--- config.mk ---
export PLATFORM = sky130hd
export DESIGN_NAME = dvi_timing_gen
export DESIGN_NICKNAME = d
export VERILOG_FILES = /design/src/rtl/dvi_timing_gen.sv
export SDC_FILE = /design/constraint.sdc
export NUM_CORES = 1
export LEC_CHECK = 0
export CORE_MARGIN = 5
export CORE_UTILIZATION = 50
export CTS_CLUSTER_SIZE = 20
export DETAILED_ROUTE_END_ITERATION = 10
export GPL_TIMING_DRIVEN = 1
export PLACE_DENSITY = 0.81
export SYNTH_ARGS = -nofsm -noshare
export SYNTH_HDL_FRONTEND = slang
export SYNTH_SLANG_ARGS = --single-unit
--- constraint.sdc ---
create_clock -name clk -period 2.9 [get_ports clk]
set_input_delay 0.58 -clock clk [delete_from_list [all_inputs] [get_ports clk]]
set_output_delay 0.58 -clock clk [all_outputs]
set_load 0.01 [all_outputs]
--- src/rtl/dvi_timing_gen.sv ---
// DVI/HDMI raster timing generator with stream, colour-bar, solid and black sources.
// Outputs are registered one cycle behind the raster position; `enable` low freezes everything.
module dvi_timing_gen #(
  parameter int H_ACTIVE      = 1280,
  parameter int H_FRONT_PORCH = 110,
  parameter int H_SYNC        = 40,
  parameter int H_BACK_PORCH  = 220,
  parameter int V_ACTIVE      = 720,
  parameter int V_FRONT_PORCH = 5,
  parameter int V_SYNC        = 5,
  parameter int V_BACK_PORCH  = 20,
  parameter bit HS_POLARITY   = 1'b1,
  parameter bit VS_POLARITY   = 1'b1,
  parameter int PIXEL_WIDTH   = 24
) (
  input  logic                   clk,
  input  logic                   resetn,
  input  logic                   enable,
  input  logic [1:0]             mode,
  input  logic [PIXEL_WIDTH-1:0] solid_color,
  input  logic [PIXEL_WIDTH-1:0] s_pixel,
  input  logic                   s_sof,
  input  logic                   s_valid,
  output logic                   s_ready,
  output logic                   de,
  output logic                   hs,
  output logic                   vs,
  output logic [PIXEL_WIDTH-1:0] pixel,
  output logic                   frame_start,
  output logic                   underflow,
  output logic                   sof_error,
  input  logic                   underflow_clr
);

  function automatic int max4(input int a, input int b, input int c, input int d);
    int m;
    m = (a > b) ? a : b;
    m = (m > c) ? m : c;
    return (m > d) ? m : d;
  endfunction

  localparam int CW    = PIXEL_WIDTH / 3;
  localparam int HCW   = $clog2(max4(H_ACTIVE, H_FRONT_PORCH, H_SYNC, H_BACK_PORCH) + 1);
  localparam int VCW   = $clog2(max4(V_ACTIVE, V_FRONT_PORCH, V_SYNC, V_BACK_PORCH) + 1);
  localparam int BCW   = $clog2(H_ACTIVE + 1);
  localparam int BAR_W = H_ACTIVE / 8;
  localparam logic [BCW-1:0] BAR_LAST = BCW'(BAR_W - 1);

  // Segment codes are in raster order so the next segment is simply +1.
  localparam logic [1:0] SEG_BP = 2'd0, SEG_ACT = 2'd1, SEG_FP = 2'd2, SEG_SYNC = 2'd3;

  typedef enum logic {UNLOCKED, LOCKED} lock_state_t;

  logic [HCW-1:0]         h_cnt_reg, h_end;
  logic [VCW-1:0]         v_cnt_reg, v_end;
  logic [1:0]             h_seg_reg, v_seg_reg, mode_reg;
  logic [BCW-1:0]         bar_cnt_reg;
  logic [2:0]             bar_idx_reg;
  lock_state_t            state_reg, state_next;
  logic                   h_last, v_last, line_end, frame_end;
  logic                   active, first, stream, sof_beat;
  logic                   take_pixel, set_uf, set_se;
  logic [PIXEL_WIDTH-1:0] bar_pixel, pixel_next;
  logic                   de_reg, hs_reg, vs_reg, frame_start_reg, underflow_reg, sof_error_reg;
  logic [PIXEL_WIDTH-1:0] pixel_reg;

  always_comb begin
    case (h_seg_reg)
      SEG_BP:  h_end = HCW'(H_BACK_PORCH - 1);
      SEG_ACT: h_end = HCW'(H_ACTIVE - 1);
      SEG_FP:  h_end = HCW'(H_FRONT_PORCH - 1);
      default: h_end = HCW'(H_SYNC - 1);
    endcase
    case (v_seg_reg)
      SEG_BP:  v_end = VCW'(V_BACK_PORCH - 1);
      SEG_ACT: v_end = VCW'(V_ACTIVE - 1);
      SEG_FP:  v_end = VCW'(V_FRONT_PORCH - 1);
      default: v_end = VCW'(V_SYNC - 1);
    endcase
  end

  assign h_last    = (h_cnt_reg == h_end);
  assign v_last    = (v_cnt_reg == v_end);
  assign line_end  = h_last && (h_seg_reg == SEG_SYNC);
  assign frame_end = line_end && v_last && (v_seg_reg == SEG_SYNC);
  assign active    = (h_seg_reg == SEG_ACT) && (v_seg_reg == SEG_ACT);
  assign first     = active && (h_cnt_reg == '0) && (v_cnt_reg == '0);
  assign stream    = (mode_reg == 2'd0);
  assign sof_beat  = s_valid && s_sof;

  // Raster counters; mode only changes at the frame boundary.
  always_ff @(posedge clk) begin
    if (!resetn) begin
      h_cnt_reg <= '0;
      v_cnt_reg <= '0;
      h_seg_reg <= SEG_BP;
      v_seg_reg <= SEG_BP;
      mode_reg  <= mode;
    end else if (enable) begin
      h_cnt_reg <= h_last ? '0 : h_cnt_reg + 1'b1;
      if (h_last)
        h_seg_reg <= h_seg_reg + 2'd1;
      if (line_end) begin
        v_cnt_reg <= v_last ? '0 : v_cnt_reg + 1'b1;
        if (v_last)
          v_seg_reg <= v_seg_reg + 2'd1;
      end
      if (frame_end)
        mode_reg <= mode;
    end
  end

  // Bar tracker: the last bar keeps counting so it absorbs the width remainder.
  always_ff @(posedge clk) begin
    if (!resetn) begin
      bar_cnt_reg <= '0;
      bar_idx_reg <= '0;
    end else if (enable) begin
      if (h_seg_reg != SEG_ACT) begin
        bar_cnt_reg <= '0;
        bar_idx_reg <= '0;
      end else if (bar_cnt_reg == BAR_LAST && bar_idx_reg != 3'd7) begin
        bar_cnt_reg <= '0;
        bar_idx_reg <= bar_idx_reg + 3'd1;
      end else begin
        bar_cnt_reg <= bar_cnt_reg + 1'b1;
      end
    end
  end

  assign bar_pixel = {{CW{!bar_idx_reg[1]}}, {CW{!bar_idx_reg[2]}}, {CW{!bar_idx_reg[0]}}};

  always_ff @(posedge clk) begin
    if (!resetn)
      state_reg <= UNLOCKED;
    else if (enable)
      state_reg <= state_next;
  end

  always_comb begin
    state_next = state_reg;
    if (!stream) begin
      state_next = UNLOCKED;
    end else begin
      case (state_reg)
        UNLOCKED: if (first && sof_beat) state_next = LOCKED;
        default:  if (active && (!s_valid || (s_sof && !first))) state_next = UNLOCKED;
      endcase
    end
  end

  always_comb begin
    s_ready    = 1'b0;
    take_pixel = 1'b0;
    set_uf     = 1'b0;
    set_se     = 1'b0;
    if (resetn && enable) begin
      case (state_reg)
        UNLOCKED: begin
          // Drain stale beats but park on a start-of-frame until the raster reaches frame start.
          s_ready    = !sof_beat || (stream && first);
          take_pixel = stream && first && sof_beat;
        end
        default: begin
          s_ready = active;
          if (active) begin
            if (!s_valid)
              set_uf = 1'b1;
            else if (s_sof && !first)
              set_se = 1'b1;
            else
              take_pixel = 1'b1;
          end
        end
      endcase
    end
  end

  always_comb begin
    pixel_next = '0;
    if (active) begin
      case (mode_reg)
        2'd0:    pixel_next = take_pixel ? s_pixel : '0;
        2'd1:    pixel_next = bar_pixel;
        2'd2:    pixel_next = solid_color;
        default: pixel_next = '0;
      endcase
    end
  end

  always_ff @(posedge clk) begin
    if (!resetn) begin
      de_reg          <= 1'b0;
      hs_reg          <= !HS_POLARITY;
      vs_reg          <= !VS_POLARITY;
      pixel_reg       <= '0;
      frame_start_reg <= 1'b0;
      underflow_reg   <= 1'b0;
      sof_error_reg   <= 1'b0;
    end else if (enable) begin
      de_reg          <= active;
      hs_reg          <= (h_seg_reg == SEG_SYNC) ? HS_POLARITY : !HS_POLARITY;
      vs_reg          <= (v_seg_reg == SEG_SYNC) ? VS_POLARITY : !VS_POLARITY;
      pixel_reg       <= pixel_next;
      frame_start_reg <= first;
      underflow_reg   <= set_uf || (underflow_reg && !underflow_clr);
      sof_error_reg   <= set_se || (sof_error_reg && !underflow_clr);
    end
  end

  assign de          = de_reg;
  assign hs          = hs_reg;
  assign vs          = vs_reg;
  assign pixel       = pixel_reg;
  assign frame_start = frame_start_reg;
  assign underflow   = underflow_reg;
  assign sof_error   = sof_error_reg;

endmodule

After elaboration in Yosys (flattened, before gate mapping)
Index checks and enable logic that the tools add are counted.
{"block": "word_totals", "register_bits": 72, "latchBits": 0, "mem_bits_rw": 0, "rom_bits": 0, "out_inout_bits": 31, "wordCells": 109, "memories": 0}
{"block": "classes", "addsub": 6, "multipliers": 0, "div": 0, "n_lt_le_gt_ge": 0, "n_eq_ne": 14, "shifts": 0, "muxes": 36, "n_bitwise": 0, "n_reduce_logical": 38}
{"op": "24-bit one-hot mux with 3 select lines", "count": 1}
{"op": "24-bit two-way mux", "count": 2}
{"op": "11-bit two-way mux", "count": 3}
{"op": "11-bit one-hot mux with 3 select lines", "count": 1}
{"op": "11-bit by 1-bit adder with 11-bit output (second input constant)", "count": 2}
{"op": "1-bit two-way mux", "count": 22}
{"op": "10-bit one-hot mux with 2 select lines", "count": 1}
{"op": "1-bit logical AND", "count": 16}
{"op": "11-bit equality test", "count": 1}
{"op": "11-bit by 8-bit equality test with 1-bit output (second input constant)", "count": 1}
{"op": "11-bit logical NOT", "count": 1}
{"op": "10-bit by 1-bit adder with 10-bit output (second input constant)", "count": 1}
{"op": "10-bit equality test", "count": 1}
{"op": "10-bit logical NOT", "count": 1}
{"op": "10-bit two-way mux", "count": 1}
{"op": "2-bit equality test (second input constant)", "count": 4}
{"op": "2-bit AND reduction", "count": 4}
{"op": "1-bit logical NOT", "count": 7}
{"op": "2-bit by 1-bit equality test with 1-bit output (second input constant)", "count": 3}
{"op": "2-bit logical NOT", "count": 3}
{"op": "2-bit two-way mux", "count": 3}
{"op": "3-bit two-way mux", "count": 2}
{"op": "2-bit by 1-bit inequality test with 1-bit output (second input constant)", "count": 3}
{"op": "2-bit by 1-bit adder with 2-bit output (second input constant)", "count": 2}
{"op": "other kinds (5)", "count": 8}

Longest topological paths before layout
Gate-level depths: netlist of the first run.
{"block": "depth", "ltp_word": 14, "depth_mapped": 9, "depth_no_buf": 7}

Least setup slack after synthesis of the first run
Ideal clock, no wire load.
{"block": "synth_timing", "kind": "register -> output", "from": "register h_seg_reg[1]", "to": "output s_ready", "t_arrival_ps": 1704, "required_time_ps": 2320, "path_slack_ps": 616, "path_stages_with_launch": 9, "n_path_buf": 1, "path_cell_list": "dfxtp_1 > inv_1 > ha_1 > buf_2 > nand2_1 > nor4b_1 > nand4_1 > nor3_1 > o31a_1"}
{"block": "synth_between", "elab_chain_len": 8}
{"element": "start: declaration", "line": "56", "text": "logic [1:0] h_seg_reg, v_seg_reg, mode_reg;"}
{"element": "start signal: assignment", "line": "102", "text": "h_seg_reg <= h_seg_reg + 2'd1;"}
{"element": "2-bit by 1-bit equality test with 1-bit output *", "line": "86", "text": "assign active = (h_seg_reg == SEG_ACT) && (v_seg_reg == SEG_ACT);"}
{"element": "1-bit logical AND *", "line": "86"}
{"element": "1-bit logical AND (2 in series)", "line": "87", "text": "assign first = active && (h_cnt_reg == '0) && (v_cnt_reg == '0);"}
{"element": "1-bit logical AND", "line": "161", "text": "s_ready = !sof_beat || (stream && first);"}
{"element": "1-bit logical OR", "line": "161"}
{"element": "1-bit two-way mux *", "line": "158", "text": "case (state_reg)"}
{"element": "1-bit two-way mux *", "line": "157", "text": "if (resetn && enable) begin"}
{"element": "end: declaration", "line": "24", "text": "output logic s_ready,"}
Mark *: on every way between the ends. The rest lies on a longest branch, timed or not.

Worst setup path after layout of the first run
{"block": "layout_timing", "from": "register v_cnt_reg[6]", "to": "output s_ready"}
{"block": "layout_between", "elab_chain_len": 6}
{"element": "start: declaration", "line": "55", "text": "logic [VCW-1:0] v_cnt_reg, v_end;"}
{"element": "start signal: assignment", "line": "104", "text": "v_cnt_reg <= v_last ? '0 : v_cnt_reg + 1'b1;"}
{"element": "10-bit logical NOT", "line": "87"}
{"element": "1-bit logical AND", "line": "87"}
{"element": "1-bit logical AND", "line": "161"}
{"element": "1-bit logical OR", "line": "161"}
{"element": "1-bit two-way mux", "line": "158"}
{"element": "1-bit two-way mux", "line": "157"}
Every way passes these cells.

==> results.cfg, run 1 <==
[pwr]
p_leak_uw = 0.00182
clkPwrFrac_pct = 45.2
switching_share_pct = 22.6
seq_power_share_pct = 46.7
power_density_nw_per_um2 = 448
ir_worst_vdd_mv = 0.260
p_int_uw = 1670
p_comb_share_pct = 8.1
p_sw_uw = 487
finalPower_uw = 2160

[route]
dr.pass1.iters = 5
avgRoutedWirePerCell_um = 16.1
drtIter0Drc = 140
post-route-drc-count = 0
totalWireLength_um = 9650
vias = 3349
final_antenna_net_count = 0
post_drt_via_cell_ratio = 5.58

[global_route]
grt_antenna_before_repair = 0
overflow = 0
first_global_vias = 3214
grt_max_degree = 26
grt_usage_pct = 21.9
grt_pass1_wl_um = 15500

[sta]
drv_slew = 0
clock_skew_ns = 0.0126
max-slew-margin-rel_pct = 57.1
period_share_pct = 95.7
tightestPinTransition_ns = 0.641
fin_setup_tns_ns = 0
setup_viol = 0
hold_violations = 0
period_needed_ns = 2.78
rsz0062_at_grt = false
fmax_mhz = 360

[die]
io_pins = 87
floorplan.rows = 30
core-area_um2 = 6870
dieArea_um2 = 8920
die_y_um = 94.4
die_x_um = 94.4
initial_core_util_pct = 51.9

[placed_design]
port_buffers = 86
placed_area_um2 = 4560
dp_cells = 584
place_congestion = 0.942
place_hpwl_um = 6790

[logic_synthesis]
syn_area_um2 = 3560
synth_nets = 480
async_reset_ff_share_pct = 0
synth_area_per_cell_um2 = 8.76
seq_area_frac_synth_pct = 41.0
synth.distinct_cells = 52
ys_top_cells_by_count = dfxtp_1, nor2_1, a21oi_1, nand2_1, a221o_1
synthTopCellsByArea = dfxtp_1, nor2_1, a221o_1, ha_1, a21oi_1
synth_top_area_cell = dfxtp_1
ys_warn_count = 0
ys.flop_type = dfxtp_1
synth-seq-cells = 72
syn_inst = 407
synth_top_area_share_pct = 39.3
yosysMostFrequentCell = dfxtp_1
synth-edff-count = 2

[worst_setup_path]
path_buf_inv = 1
crit_slowest_cell = or4_1
critPathMaxFanout = 5
slowest_delay_ns = 0.57
r2r_cells = 7
r2r_slack_ns = 0.49
path_delay_family = simple AND/OR/NAND/NOR gates
r2r_end = mode_reg[0]$_DFFE_PP_
critPathKind = flip-flop to output pin
r2r_start = h_seg_reg[0]$_SDFFE_PN0P_
crit_path_frequent_cell = nor3_1
cp.required_ns = 2.32
worstPathCellList = or4_1 -> nor3_1 -> nand4_1 -> nor3_1 -> o31a_1 -> clkdlybuf4s15_1
end_kind = output pin
worstPathArrival_ns = 2.20
cp-start-kind = flip-flop

[run]
drv_cap = 0

[cts]
htree_levels = 3
cts_buffers = 9
cts-root-buf = clkbuf_8
clkLatencyLatePin_ns = 0.36
cts_resized = 1
cts_tree = yes
ctsHoldBuffers = 0
clock-sinks = 72
clock_path_buffers = 2
clkTransAtPathRegs_ns = 0.08
post_cts_buffers = 0

[min_path]
hold_start = de$_SDFFE_PN0P_
hp-class = flip-flop to flip-flop
worstHoldEndpoint = de$_SDFFE_PN0P_
whs_path_depth = 2

[cells_and_area]
multi_input_area_um2 = 1980
final_layout_size_suffix_gt1_share_pct = 7.74
final_cells = 600
register_area_um2 = 1460
nNetsFinal = 572
finish.utilization_pct = 70.1
final_area_um2 = 4820
synthToLayoutAreaGrowth_pct = 35.1
num_antenna_cells = 0
largest_reg_flops = 24
fillers = 526

[outcome]
outcome = completed
## how the worst max path moves through the flow
stage,start,endpoint,slack [ns],cells after the start
2_1_floorplan,h_seg_reg[1]$_SDFFE_PN0P_,s_ready,0.62,8
3_3_place_gp,v_cnt_reg[6]$_SDFFE_PN0P_,s_ready,0.23,6
3_5_place_dp,v_seg_reg[1]$_SDFFE_PN0P_,s_ready,0.18,8
4_1_cts,v_seg_reg[1]$_SDFFE_PN0P_,s_ready,0.06,8
5_1_grt,v_cnt_reg[6]$_SDFFE_PN0P_,s_ready,0.008,6
6_report,v_cnt_reg[6]$_SDFFE_PN0P_,s_ready,0.12,6
## logic make-up after synthesis
group,after synthesis,synth area share (%)
buffers and inverters,30,3.62
flip-flops,72,41.0
XOR/XNOR,26,6.39
adder cells (fa/ha/maj),17,5.97
multiplexers,6,1.68
AND/OR/NAND/NOR,170,23.6
AO/OA/AOI/OAI,86,17.8
## cells in the final DEF (no fill, tap or decap), types with 16 or more instances in the layout
| master | Yosys | routed |
|---|---|---|
| nand4_1 | 16 | 16 |
| a221o_1 | 24 | 24 |
| nor2_1 | 68 | 68 |
| dfxtp_1 | 70 | 70 |
| clkdlybuf4s50_1 | 0 | 85 |
| xor2_1 | 19 | 19 |
| a21oi_1 | 34 | 34 |
| nand2_1 | 32 | 32 |
| ha_1 | 17 | 16 |
## tightest hold or removal path, cell delays in order, from the launching register on
cell     delay (ns)
dfxtp_1        0.31
nand2_1        0.06
a21oi_1        0.06
## through the flow
step | setup WS [ns] | hold WS (ns)
3_3_place_gp | 0.231 | 0.458
5_1_grt | 0.00806 | 0.501
3_5_place_dp | 0.180 | 0.460
4_1_cts | 0.0649 | 0.471
6_report | 0.124 | 0.470
2_1_floorplan | 0.616 | 0.449
## area by class of cell
cell class | count | area share, %
Multi-Input combinational cell | 305 | 41.2
Sequential cell | 72 | 30.3
Timing Repair Buffer | 97 | 19.8
Clock buffer | 9 | 2.57
Tap cell | 96 | 2.49
Clock inverter | 7 | 2.47
Inverter | 14 | 1.09
## routing by layer
metal	GRT usage [%]	up-vias	share of wire (%)
li1	-	1649	-
met1	28.4	1582	43
met2	35.4	100	50
met3	4.94	18	4.8
met4	8.30	0	2.2
met5	0	-	0
## power by group through the flow
| stage | registers [µW] | logic (µW) | clock network [µW] |
|---|---|---|---|
| global placement | 1030 | 170 | 0 |
| floorplan | 1030 | 71.4 | 0 |
| finish | 1010 | 174 | 974 |
| CTS | 1010 | 174 | 979 |
| detailed placement | 1030 | 172 | 0 |
| global route | 1010 | 189 | 1030 |
(Power assumes the default switching activity.)
==> run 2: changes to the inputs <==
CAP_MARGIN = 20   (was default)
SKIP_LAST_GASP = 1   (was default)
==> results of run 2 <==
Final layout, timing and power as in run 1 (identical DEF).
==> run 3: changes to the inputs <==
CORE_MARGIN = 2   (was 5)
SETUP_SLACK_MARGIN = 0.4   (was default)
==> run 3 against run 2 <==
Compared with the run above: clock-buffer cell count increased by 5; cell area up 0.94%; worst hold slack worse by 0.0042 ns; largest power group unchanged; die area fell by 12%.
==> results.cfg, run 3 (same netlist as run 1, synthesis figures left out) <==
[global_route]
grt_usage_pct = 24.4
grt_antenna_before_repair = 0
first_global_vias = 3154
overflow = 0
grt_max_degree = 26
grt_pass1_wl_um = 15000

[worst_setup_path]
r2r_start = h_seg_reg[0]$_SDFFE_PN0P_
cp-start-kind = flip-flop
end_kind = output pin
critPathMaxFanout = 2
cp.required_ns = 2.32
slowest_delay_ns = 0.54
r2r_end = mode_reg[0]$_DFFE_PP_
r2r_cells = 7
r2r_slack_ns = 0.55
worstPathArrival_ns = 1.96
cp-endpoint = s_ready
worstPathCellList = or4_4 -> nor3_2 -> nand4_1 -> nor3_1 -> o31a_1 -> buf_2
critPathKind = flip-flop to output pin
critPathLaunch = v_cnt_reg[7]$_SDFFE_PN0P_
crit_slowest_cell = or4_4

[cts]
ctsHoldBuffers = 0
clock_path_buffers = 2
htree_levels = 3
cts_buffers = 9
clkLatencyLatePin_ns = 0.35
cts_tree = yes
cts-root-buf = clkbuf_8
clkTransAtPathRegs_ns = 0.08
clock-sinks = 72

[placed_design]
port_buffers = 86
dp_worst_setup_slack_ns = 0.174
dp_cells = 583
place_congestion = 0.908
place_hpwl_um = 6630

[die]
core-area_um2 = 6830
initial_core_util_pct = 52.2
floorplan.rows = 30
die_y_um = 88.4
dieArea_um2 = 7820
die_x_um = 88.4
io_pins = 87

[route]
totalWireLength_um = 9460
final_antenna_net_count = 0
post_drt_via_cell_ratio = 5.58
vias = 3372
drtIter0Drc = 209
post-route-drc-count = 0
dr.pass1.iters = 4
avgRoutedWirePerCell_um = 15.7

[sta]
max-slew-margin-rel_pct = 59.9
fin_ws_ns = 0.362
period_needed_ns = 2.54
setup_viol = 0
fin_setup_tns_ns = 0
fmax_mhz = 394
period_share_pct = 87.5
rsz0062_at_grt = true
clock_skew_ns = 0.0127
whs_ns = 0.466
tightestPinTransition_ns = 0.599
drv_slew = 0
hold_violations = 0

[run]
drv_cap = 0

[cells_and_area]
layout_commonest_cell = clkdlybuf4s50_1
nNetsFinal = 576
final_layout_size_suffix_gt1_share_pct = 9.84
largest_reg_flops = 24
synthToLayoutAreaGrowth_pct = 36.4
num_antenna_cells = 0
most-common-layout-cells = clkdlybuf4s50_1, nor2_1, dfxtp_1, a21oi_1, nand2_1
final_cells = 604

[min_path]
hold_start = de$_SDFFE_PN0P_
hp-class = flip-flop to flip-flop

[pwr]
p_leak_uw = 0.00184
finalPower_uw = 2090
ir_worst_vdd_mv = 0.247
power_density_nw_per_um2 = 429

[outcome]
outcome = completed
-- run 3: layout make-up --
cell class              count  area [µm²]
fillers                   547        1970
clock buffers              14         164
inverters                  14        52.6
multi-input cells         305        2020
flip-flops and latches     72        1470
well taps                  96         120
repair buffers            101         981
clock inverters             2        60.1
-- run 3: worst max-delay path: cells and delay by family, from the launching register on --
kind                   cells  cell delay (ns)
AOI/OAI and AO/OA          1             0.16
buffers and inverters      1             0.13
DFF                        1             0.32
and+or+nand+nor            4             0.99
-- run 3: metrics by stage --
stage	utilization [%]	area (µm²)
after floorplan	-	3560
after CTS	70.7	4830
final	71.2	4860
after global routing	71.2	4860
after detailed placement	66.7	4560
after global placement	66.7	4560
-- run 3: power breakdown --
group / total (µW) / internal (µW) / switching (µW)
clock: 904 / 539 / 365
combinational: 174 / 96.5 / 77.9
sequential: 1010 / 999 / 8.84
total: 2090 / 1630 / 451
-- run 3: worst min path at each step --
stage / end / cells past startpoint
2_1_floorplan: bar_idx_reg[1]$_SDFFE_PN0P_ / 2
3_3_place_gp: de$_SDFFE_PN0P_ / 2
3_5_place_dp: de$_SDFFE_PN0P_ / 2
4_1_cts: de$_SDFFE_PN0P_ / 2
5_1_grt: pixel[10]$_SDFFE_PN0P_ / 1
6_report: de$_SDFFE_PN0P_ / 2
-- run 3: repair_timing --
item,in CTS,in global routing
endpoints found under the setup margin,1,4
pin swaps,5,3
gates resized for setup,17,2
buffers inserted,2,3
-- run 3: per-layer routing --
layer | global-route usage (%) | up-vias | wire length [µm]
met3 | 4.66 | 26 | 415
met4 | 10.3 | 0 | 224
met1 | 31.6 | 1578 | 4030
li1 | - | 1655 | -
met2 | 40.1 | 113 | 4790
met5 | 0 | - | 0
